**src/rtl/i2c_arb_pkg.sv**
```systemverilog
// Shared types and constants for the I2C request arbiter.
// Holds the arbiter FSM state encoding, the command field widths and the
// default watchdog limit.
package i2c_arb_pkg;

    localparam int unsigned ADDR_W          = 7;
    localparam int unsigned DATA_W          = 8;
    localparam int unsigned NBYTE_W         = 4;
    localparam int unsigned WD_W            = 16;
    localparam int unsigned TIMEOUT_CYC_DEF = 65535;

    typedef enum logic [1:0] {
        StIdle,
        StLaunch,
        StActive,
        StDone
    } arb_state_e;

endpackage

```
**src/rtl/rr_pick.sv**
```systemverilog
// Combinational round-robin priority picker.
// Ports:
//   req_i   - request vector
//   last_i  - index of the previous owner; search starts one above it
//   win_o   - one-hot winner (all zero when no request)
//   idx_o   - binary index of the winner
//   valid_o - at least one request present
module rr_pick #(
    parameter int unsigned NREQ = 4,
    parameter int unsigned IdxW = $clog2(NREQ)
) (
    input  logic [NREQ-1:0] req_i,
    input  logic [IdxW-1:0] last_i,
    output logic [NREQ-1:0] win_o,
    output logic [IdxW-1:0] idx_o,
    output logic            valid_o
);

    int unsigned     cand;
    logic [IdxW-1:0] cand_idx;

    always_comb begin
        win_o    = '0;
        idx_o    = '0;
        valid_o  = 1'b0;
        cand     = 0;
        cand_idx = '0;
        // Walk last+1, last+2, ... wrapping; the previous owner is tried last.
        for (int unsigned k = 1; k <= NREQ; k++) begin
            cand     = (32'(last_i) + k) % NREQ;
            cand_idx = IdxW'(cand);
            if (!valid_o && req_i[cand_idx]) begin
                valid_o = 1'b1;
                idx_o   = cand_idx;
            end
        end
        if (valid_o) begin
            win_o[idx_o] = 1'b1;
        end
    end

endmodule

```
**src/rtl/i2c_req_arbiter.sv**
```systemverilog
// Round-robin arbiter sharing one I2C master between NREQ requesters.
// The winner's command is latched at grant time and held on the master's
// command inputs until the transaction completes.
// Ports:
//   clk_i, resetN_i          - clock, asynchronous active-low reset
//   req_i/req_addr_i/req_rw_i/req_data_i/req_nbyte_i - per-requester command
//   m_busy_i                 - master out of idle
//   gnt_o                    - one-hot grant held for the transaction
//   done_o                   - one-cycle completion pulse to the owner
//   m_en_o, m_rw_o, m_address_o, m_data_in_o, m_n_byte_o - master command
//   timeout_o                - one-cycle watchdog abort pulse
// Build option: define I2C_ARB_TIMEOUT_EN to include the watchdog; otherwise
// timeout_o is tied low and the FSM waits indefinitely on m_busy_i.
module i2c_req_arbiter
    import i2c_arb_pkg::*;
#(
    parameter int unsigned NREQ        = 4,
    parameter int unsigned TIMEOUT_CYC = TIMEOUT_CYC_DEF
) (
    input  logic                    clk_i,
    input  logic                    resetN_i,
    input  logic [NREQ-1:0]         req_i,
    input  logic [NREQ*ADDR_W-1:0]  req_addr_i,
    input  logic [NREQ-1:0]         req_rw_i,
    input  logic [NREQ*DATA_W-1:0]  req_data_i,
    input  logic [NREQ*NBYTE_W-1:0] req_nbyte_i,
    input  logic                    m_busy_i,
    output logic [NREQ-1:0]         gnt_o,
    output logic [NREQ-1:0]         done_o,
    output logic                    m_en_o,
    output logic                    m_rw_o,
    output logic [ADDR_W-1:0]       m_address_o,
    output logic [DATA_W-1:0]       m_data_in_o,
    output logic [NBYTE_W-1:0]      m_n_byte_o,
    output logic                    timeout_o
);

    localparam int unsigned IdxW = $clog2(NREQ);

    arb_state_e          state_q, state_d;
    logic [NREQ-1:0]     gnt_q, gnt_d;
    logic                m_en_q, m_en_d;
    logic                rw_q, rw_d;
    logic [ADDR_W-1:0]   addr_q, addr_d;
    logic [DATA_W-1:0]   data_q, data_d;
    logic [NBYTE_W-1:0]  nbyte_q, nbyte_d;
    logic [IdxW-1:0]     own_q, own_d;
    logic [IdxW-1:0]     last_q, last_d;

    logic [NREQ-1:0]     win;
    logic [IdxW-1:0]     win_idx;
    logic                win_valid;
    logic [ADDR_W-1:0]   sel_addr;
    logic [DATA_W-1:0]   sel_data;
    logic [NBYTE_W-1:0]  sel_nbyte;
    logic                sel_rw;

    rr_pick #(
        .NREQ (NREQ),
        .IdxW (IdxW)
    ) u_rr_pick (
        .req_i   (req_i),
        .last_i  (last_q),
        .win_o   (win),
        .idx_o   (win_idx),
        .valid_o (win_valid)
    );

    // Command mux for the current round-robin winner.
    always_comb begin
        sel_addr  = '0;
        sel_data  = '0;
        sel_nbyte = '0;
        sel_rw    = 1'b0;
        for (int unsigned i = 0; i < NREQ; i++) begin
            if (win_idx == IdxW'(i)) begin
                sel_addr  = req_addr_i[i*ADDR_W +: ADDR_W];
                sel_data  = req_data_i[i*DATA_W +: DATA_W];
                sel_nbyte = req_nbyte_i[i*NBYTE_W +: NBYTE_W];
                sel_rw    = req_rw_i[i];
            end
        end
    end

`ifdef I2C_ARB_TIMEOUT_EN
    logic [WD_W-1:0] wd_q, wd_d;
    logic            to_q, to_d;
    logic            wd_hit;

    assign wd_hit = ((state_q == StLaunch) || (state_q == StActive)) &&
                    (wd_q == WD_W'(TIMEOUT_CYC - 1));
`else
    logic unused_timeout_cyc;
    assign unused_timeout_cyc = ^TIMEOUT_CYC;
`endif

    always_comb begin
        state_d = state_q;
        gnt_d   = gnt_q;
        m_en_d  = m_en_q;
        rw_d    = rw_q;
        addr_d  = addr_q;
        data_d  = data_q;
        nbyte_d = nbyte_q;
        own_d   = own_q;
        last_d  = last_q;

        unique case (state_q)
            StIdle: begin
                // A busy master here belongs to someone else; hold off.
                if (win_valid && !m_busy_i) begin
                    gnt_d   = win;
                    own_d   = win_idx;
                    addr_d  = sel_addr;
                    data_d  = sel_data;
                    nbyte_d = sel_nbyte;
                    rw_d    = sel_rw;
                    m_en_d  = 1'b1;
                    state_d = StLaunch;
                end
            end
            StLaunch: begin
                if (m_busy_i) begin
                    m_en_d  = 1'b0;
                    state_d = StActive;
                end
            end
            StActive: begin
                if (!m_busy_i) begin
                    state_d = StDone;
                end
            end
            StDone: begin
                gnt_d   = '0;
                last_d  = own_q;
                state_d = StIdle;
            end
            default: state_d = StIdle;
        endcase

`ifdef I2C_ARB_TIMEOUT_EN
        to_d = 1'b0;
        wd_d = ((state_q == StLaunch) || (state_q == StActive)) ? wd_q + 1'b1 : '0;
        if (wd_hit) begin
            m_en_d  = 1'b0;
            to_d    = 1'b1;
            state_d = StDone;
        end
`endif
    end

    always_ff @(posedge clk_i or negedge resetN_i) begin
        if (!resetN_i) begin
            state_q <= StIdle;
            gnt_q   <= '0;
            m_en_q  <= 1'b0;
            rw_q    <= 1'b0;
            addr_q  <= '0;
            data_q  <= '0;
            nbyte_q <= '0;
            own_q   <= '0;
            last_q  <= IdxW'(NREQ - 1);
        end else begin
            state_q <= state_d;
            gnt_q   <= gnt_d;
            m_en_q  <= m_en_d;
            rw_q    <= rw_d;
            addr_q  <= addr_d;
            data_q  <= data_d;
            nbyte_q <= nbyte_d;
            own_q   <= own_d;
            last_q  <= last_d;
        end
    end

`ifdef I2C_ARB_TIMEOUT_EN
    always_ff @(posedge clk_i or negedge resetN_i) begin
        if (!resetN_i) begin
            wd_q <= '0;
            to_q <= 1'b0;
        end else begin
            wd_q <= wd_d;
            to_q <= to_d;
        end
    end

    assign timeout_o = to_q;
`else
    assign timeout_o = 1'b0;
`endif

    // done coincides with the single DONE cycle, while gnt still names the owner.
    assign done_o      = (state_q == StDone) ? gnt_q : '0;
    assign gnt_o       = gnt_q;
    assign m_en_o      = m_en_q;
    assign m_rw_o      = rw_q;
    assign m_address_o = addr_q;
    assign m_data_in_o = data_q;
    assign m_n_byte_o  = nbyte_q;

endmodule

```
**config.mk**
```make
export PLATFORM = sky130hd
export DESIGN_NAME = i2c_req_arbiter
export DESIGN_NICKNAME = d
export VERILOG_FILES = /design/src/rtl/i2c_arb_pkg.sv /design/src/rtl/rr_pick.sv /design/src/rtl/i2c_req_arbiter.sv
export SDC_FILE = /design/constraint.sdc
export NUM_CORES = 1
export LEC_CHECK = 0
export BUFFER_PORTS_ARGS = -buffer_cell sky130_fd_sc_hd__buf_2
export CORE_MARGIN = 10
export CORE_UTILIZATION = 25
export DETAILED_ROUTE_END_ITERATION = 8
export SYNTH_ARGS = -nofsm -noshare
export SYNTH_HDL_FRONTEND = slang
export SYNTH_HIERARCHICAL = 1
export SYNTH_SLANG_ARGS = --single-unit
```
**constraint.sdc**
```tcl
create_clock -name clk_i -period 2.4 [get_ports clk_i]
set_input_delay 0.12 -clock clk_i [delete_from_list [all_inputs] [get_ports clk_i]]
set_output_delay 0.12 -clock clk_i [all_outputs]
set_load 0.005 [all_outputs]
```
### Word level (Yosys, flattened, before mapping)

Index checks and enable logic that the tools add are counted.

| operators by class | value |
|---|---|
| divide/modulo/power cells | 0 |
| equal/unequal tests | 9 |
| multiplexer cells | 45 |
| add/sub/neg operators | 4 |
| bitwise gates (word level) | 0 |
| $mul | 0 |
| $lt $le $gt $ge | 6 |
| shift-type cells | 0 |
| reductions and logical operators | 17 |

Operator list:

| kind | count |
|---|---|
| 8-bit two-way mux | 4 |
| 4-bit two-way mux | 7 |
| 7-bit two-way mux | 4 |
| 2-bit by 3-bit less-than comparator with 1-bit output, second input constant | 5 |
| 1-bit two-way mux | 15 |
| 2-bit two-way mux | 7 |
| 1-bit binary-select mux with 2-bit select | 4 |
| 2-bit == test, second input constant | 4 |
| 2-bit case mux with 4 select lines | 1 |
| 4-bit case mux with 2 select lines | 1 |
| 2-bit != test, second input constant | 3 |
| 3-bit AND reduction | 2 |
| 1-bit logical AND | 5 |
| 2-bit by 1-bit adder with 2-bit output, second input constant | 2 |
| 2-bit adder, second input constant | 2 |
| 2-bit by 1-bit == test with 1-bit output, second input constant | 2 |
| 1-bit logical NOT | 4 |
| 2-bit logical NOT | 2 |
| 2-bit AND reduction | 2 |
| 2-bit nonzero test | 2 |
| 1-bit demux with 2-bit select | 1 |
| 2-bit by 1-bit >= comparator with 1-bit output, second input constant | 1 |
| 1-bit case mux with 2 select lines | 1 |

| word-level totals | value |
|---|---|
| memory bits (writable) | 0 |
| flip-flop bits (word level) | 31 |
| memories kept | 0 |
| ROM bits | 0 |
| bits in latches | 0 |
| logic and storage cells | 90 |
| output and inout port bits | 30 |

### Logic depth before layout (Yosys ltp)

| depth | value |
|---|---|
| depth in word-level cells | 20 |
| depth in mapped cells | 8 |
| mapped depth without buffers | 5 |

### Modules after synthesis

Netlist, hierarchy kept.

Modules (own cells, without submodules):

| module | instances | cells an instance | area an instance (sq um) |
|---|---|---|---|
| i2c_req_arbiter | 1 | 172 | 1846.8 |
| rr_pick | 1 | 34 | 222.7 |

### Worst setup path before layout

Ideal clock, no wire load.

| timing path | value |
|---|---|
| path type | reg-to-reg |
| start point | reg last_q[1] |
| end point | reg addr_q[2], in the netlist m_address_o[2] |
| slack | 0.524 ns |
| setup time | 0.132 ns |
| cell stages (with the launch flop) | 8 |
| path buffers | 3 |
| data arrival time | 1.745 ns |
| data required time | 2.268 ns |
| cell sequence | dfstp_2 > buf_4 > a211oi_1 > a211oi_1 > clkbuf_1 > buf_2 > mux2i_1 > o221ai_2 |

| on the way | value |
|---|---|
| longest elaborated chain between the ends | 18 |
| elaborated cells between the ends (all ways) | 36 |

RTL lines:

| element | line | source |
|---|---|---|
| start: declaration | i2c_req_arbiter.sv:48 | `logic [IdxW-1:0] last_q, last_d;` |
| start signal: assignment | i2c_req_arbiter.sv:162 | `last_q <= IdxW'(NREQ - 1);` |
| start signal: assignment | i2c_req_arbiter.sv:172 | `last_q <= last_d;` |
| 2-bit by 1-bit adder with 2-bit output | rr_pick.sv:30 | `cand = (32'(last_i) + k) % NREQ;` |
| 1-bit binary-select mux with 2-bit select | rr_pick.sv:32 | `if (!valid_o && req_i[cand_idx]) begin` |
| 1-bit two-way mux (implied by the code) | rr_pick.sv:32 |  |
| 1-bit two-way mux | rr_pick.sv:32 |  |
| 1-bit logical NOT | rr_pick.sv:32 |  |
| 1-bit logical AND | rr_pick.sv:32 |  |
| 1-bit two-way mux | rr_pick.sv:32 |  |
| 1-bit logical NOT | rr_pick.sv:32 |  |
| 1-bit logical AND | rr_pick.sv:32 |  |
| 1-bit two-way mux | rr_pick.sv:32 |  |
| 1-bit logical NOT | rr_pick.sv:32 |  |
| 1-bit logical AND | rr_pick.sv:32 |  |
| 2-bit two-way mux * | rr_pick.sv:32 |  |
| named net win_idx[1] | i2c_req_arbiter.sv:51 | `logic [IdxW-1:0] win_idx;` |
| 2-bit logical NOT | i2c_req_arbiter.sv:76 | `if (win_idx == IdxW'(i)) begin` |
| 7-bit two-way mux (3 in a row) | i2c_req_arbiter.sv:76 |  |
| 7-bit two-way mux * | i2c_req_arbiter.sv:76 |  |
| end signal: assignment | i2c_req_arbiter.sv:168 | `addr_q <= addr_d;` |
| end: declaration | i2c_req_arbiter.sv:44 | `logic [ADDR_W-1:0] addr_q, addr_d;` |

The timed path passes the listed nets; every way through them passes the cells marked *. The select of a mux whose other input is x is not followed.
A chain may end at the register's enable or synchronous reset.

### Worst setup path in the final report

Ends and elaborated chain as after synthesis.

==> summary.md <==
| Metric | Value |
|---|---|
| Reg power frac | `0.346` |
| Vias in the first global route | `2267` |
| Crit path kind | `reg -> reg` |
| Largest net degree at the start of global routing | `42` |
| Syn_area_per_cell | `10.05 um2` |
| CP Capture Type | `flop` |
| Post-synth net total | `~300` |
| Root Driver | `clkbuf_8` |
| Switching Share | `0.3914` |
| Vert. Die Dim | `111.0 um` |
| Port Buffer Count | `115` |
| Net Switching | `1.130 mW` |
| Least-Margin Pin Slew | `0.7368 ns` |
| Iter 0 DRT Violations | `76` |
| CTS Sinks | `31` |
| Synth Flop Type | `dfrtp_1` |
| Arr. time, crit path | `between 2 and 2.5 ns` |
| Synth cell types | `42` |
| CP startpoint kind | `flop` |
| Slowest CP cell | `dfstp_2` |
| Post-DP Area | `0.002719 mm2` |
| DR DRC count | `0` |
| Max FO, Critical Path | `41` |
| Most common cell after layout, fill and taps aside | `buf_2` |
| Placer Congestion | `0.7662` |
| PwrDens | `1027 mW/mm2` |
| Rows | `33` |
| Clk slew on worst S/H paths | `about 0.07 ns` |
| Leak | `1.468 nW` |
| Via density | `4.697` |
| Final core occ | `0.3455` |
| Worst r2r path cells | `5` |
| Post-CTS sizing | `0` |
| Status | `finished clean` |
| Layout cells sized above 1 | `0.4385` |
| Nets | `407` |
| Max Root-Sink Buffers | `2` |
| Final hold vios | `0` |
| Fin crit period | `about 2.1 ns` |
| Worst-path cell chain | `a211oi_1 -> a211oi_4 -> buf_12 -> mux2i_1 -> o221ai_2` |
| Die X | `between 100 and 150 um` |
| Final HPWL DP | `5.143 mm` |
| 1st-pass router iterations | `4` |
| GR Util All Layers | `0.1060` |
| EDFF count, synth | `0` |
| Commonest non-fill, non-tap cells in the layout | `buf_2, mux2i_1, nand2_1` |
| # IOs | `117` |
| Setup TNS | `0 ns` |
| Routed wire length | `6.669 mm` |
| Antenna Violating Nets Remaining | `0` |
| Ys async rst share | `1.000` |
| Worst Path Required | `2.56 ns` |
| H-tree levels | `2` |
| CTS Hold Bufs | `1` |
| Area of the core | `0.008134 mm2` |
| Int Pwr | `1.756 mW` |
| Total grt overflow | `0` |
| Mapped Cells | `206` |
| Crit share post-route | `0.8739` |
| CTS tree | `built` |
| Ranking of synthesized cells by area | `dfrtp_1, mux2i_1, o221ai_1` |
| Fraction of post-synthesis cell area in the top cell type by area | `0.3507` |
| Slew Viols, Final | `0` |
| Initial Util | `0.2544` |
| Post-CTS setup repair buffer count | `0` |
| Post-Syn Area | `0.002069 mm2` |
| First-pass GRT wire length | `10.85 mm` |
| Peak supply drop | `0.2997 mV` |
| WHS Path Cells | `3` |
| Unrepaired setup endpoints after global routing | `no` |
| Slew headroom | `0.5088` |
| Clk_lat worst skew | `0.29 ns` |
| Vias | `1982` |
| Final setup fails | `0` |
| Post-synthesis register bit count | `31` |
| Clk network pwr share | `0.138` |
| Sequential element share of the synthesized area | `0.3761` |
| Synth area leader | `dfrtp_1` |
| Post-route cell area | `between 0.002 and 0.003 mm2` |
| Delay of the slowest critical-path stage | `0.68 ns` |
| Die area | `0.01232 mm2` |
| MaxCap Viol Count | `0` |
| Worst min path class | `in -> reg` |
| Clock buffer count from CTS | `5` |
| WL per Instance | `15.80 um` |
| Initial antenna violation count | `0` |
| Synthesis warning total | `6` |
| ANT cells | `0` |
| Gate power share | `0.517` |
| Area Overhead vs Synth | `35.79%` |
| Worst clock skew | `0.004557 ns` |
| Fmax | `approximately 480 MHz` |
registers in the layout (all words and copies together) (netlist names):
signal and flops:
state_q 2, m_n_byte_o 4, m_data_in_o 8, own_q 2, gnt_o 4, last_q 2
m_en_o 1, m_rw_o 1, m_address_o 7
through the flow:
| step | hold WS, ns | cells | power, mW | setup slack, ns |
|---|---|---|---|---|
| after CTS | 0.1177 | 422 | 2.939 | 0.3100 |
| after floorplan | -0.1756 | 206 | 1.983 | 0.5235 |
| after global routing | 0.1384 | 422 | 3.168 | 0.1845 |
| final | 0.1247 | 422 | 2.886 | 0.3027 |
| after global placement | 0.2140 | 413 | 2.477 | 0.3821 |
| after detailed placement | 0.2329 | 413 | 2.527 | 0.3486 |
worst paths after layout:
path	from	to	slack [ns]
setup reg to reg	last_q[1]	m_address_o[2]	0.30
hold reg to reg	own_q[0]	own_q[0]	0.48
min in group asynchronous	resetN_i	gnt_o[3]	0.43
setup / recovery	last_q[1]	m_address_o[2]	0.30
hold / removal	req_addr_i[8]	m_address_o[1]	0.12
max in group asynchronous	resetN_i	m_data_in_o[0]	1.49
Yosys cell counts (all sizes together), types with 4 or more instances:
cell / instances
ha: 4
dfrtp: 29
and2: 6
nand2: 34
o221ai: 21
inv: 6
nor2: 4
mux2: 4
mux2i: 40
a21oi: 7
buf: 11
a31oi: 4
clkbuf: 6
layout make-up:
class / count / area, um2
multi-input cells: 152 / 1169
fillers: 836 / 5324
repair buffers: 120 / 628.1
flip-flops and latches: 31 / 778.2
inverters: 6 / 22.52
well taps: 105 / 131.4
clock buffers: 7 / 76.32
clock inverters: 1 / 5.005
cell families (layout without fill, tap and decap cells):
group           after synthesis  count (layout)  synth area share
fa+ha+maj                     4               4           0.02418
simple gates                 53              53            0.1264
buf+inv                      23             134           0.06529
flops                        31              31            0.3761
other cells                   1               1          0.001812
compound gates               50              50            0.1911
mux                          44              44            0.2152
power groups by stage:
stage          combinational (mW)  sequential [mW]  clock [mW]
2_1_floorplan                1.03            0.957           0
5_1_grt                      1.69             1.04       0.439
3_3_place_gp                 1.48            0.993           0
4_1_cts                      1.53            0.998       0.414
3_5_place_dp                 1.53            0.997           0
6_report                     1.49            0.997       0.397
worst max-delay path: cells and delay by family, from the launching register on:
family | cells | cell delay [ns]
AO/OA/AOI/OAI | 3 | 0.57
buffers and inverters | 1 | 0.30
flip-flops | 1 | 0.68
multiplexers | 1 | 0.39
layer usage:
| layer | share of wire | track usage | vias up |
|---|---|---|---|
| met5 | 0 | 0 | - |
| met3 | 0.095 | 0.05087 | 8 |
| li1 | - | - | 973 |
| met2 | 0.46 | 0.1773 | 85 |
| met1 | 0.43 | 0.1145 | 916 |
| met4 | 0.013 | 0.03559 | 0 |
Power figures use the tool's default switching activity.
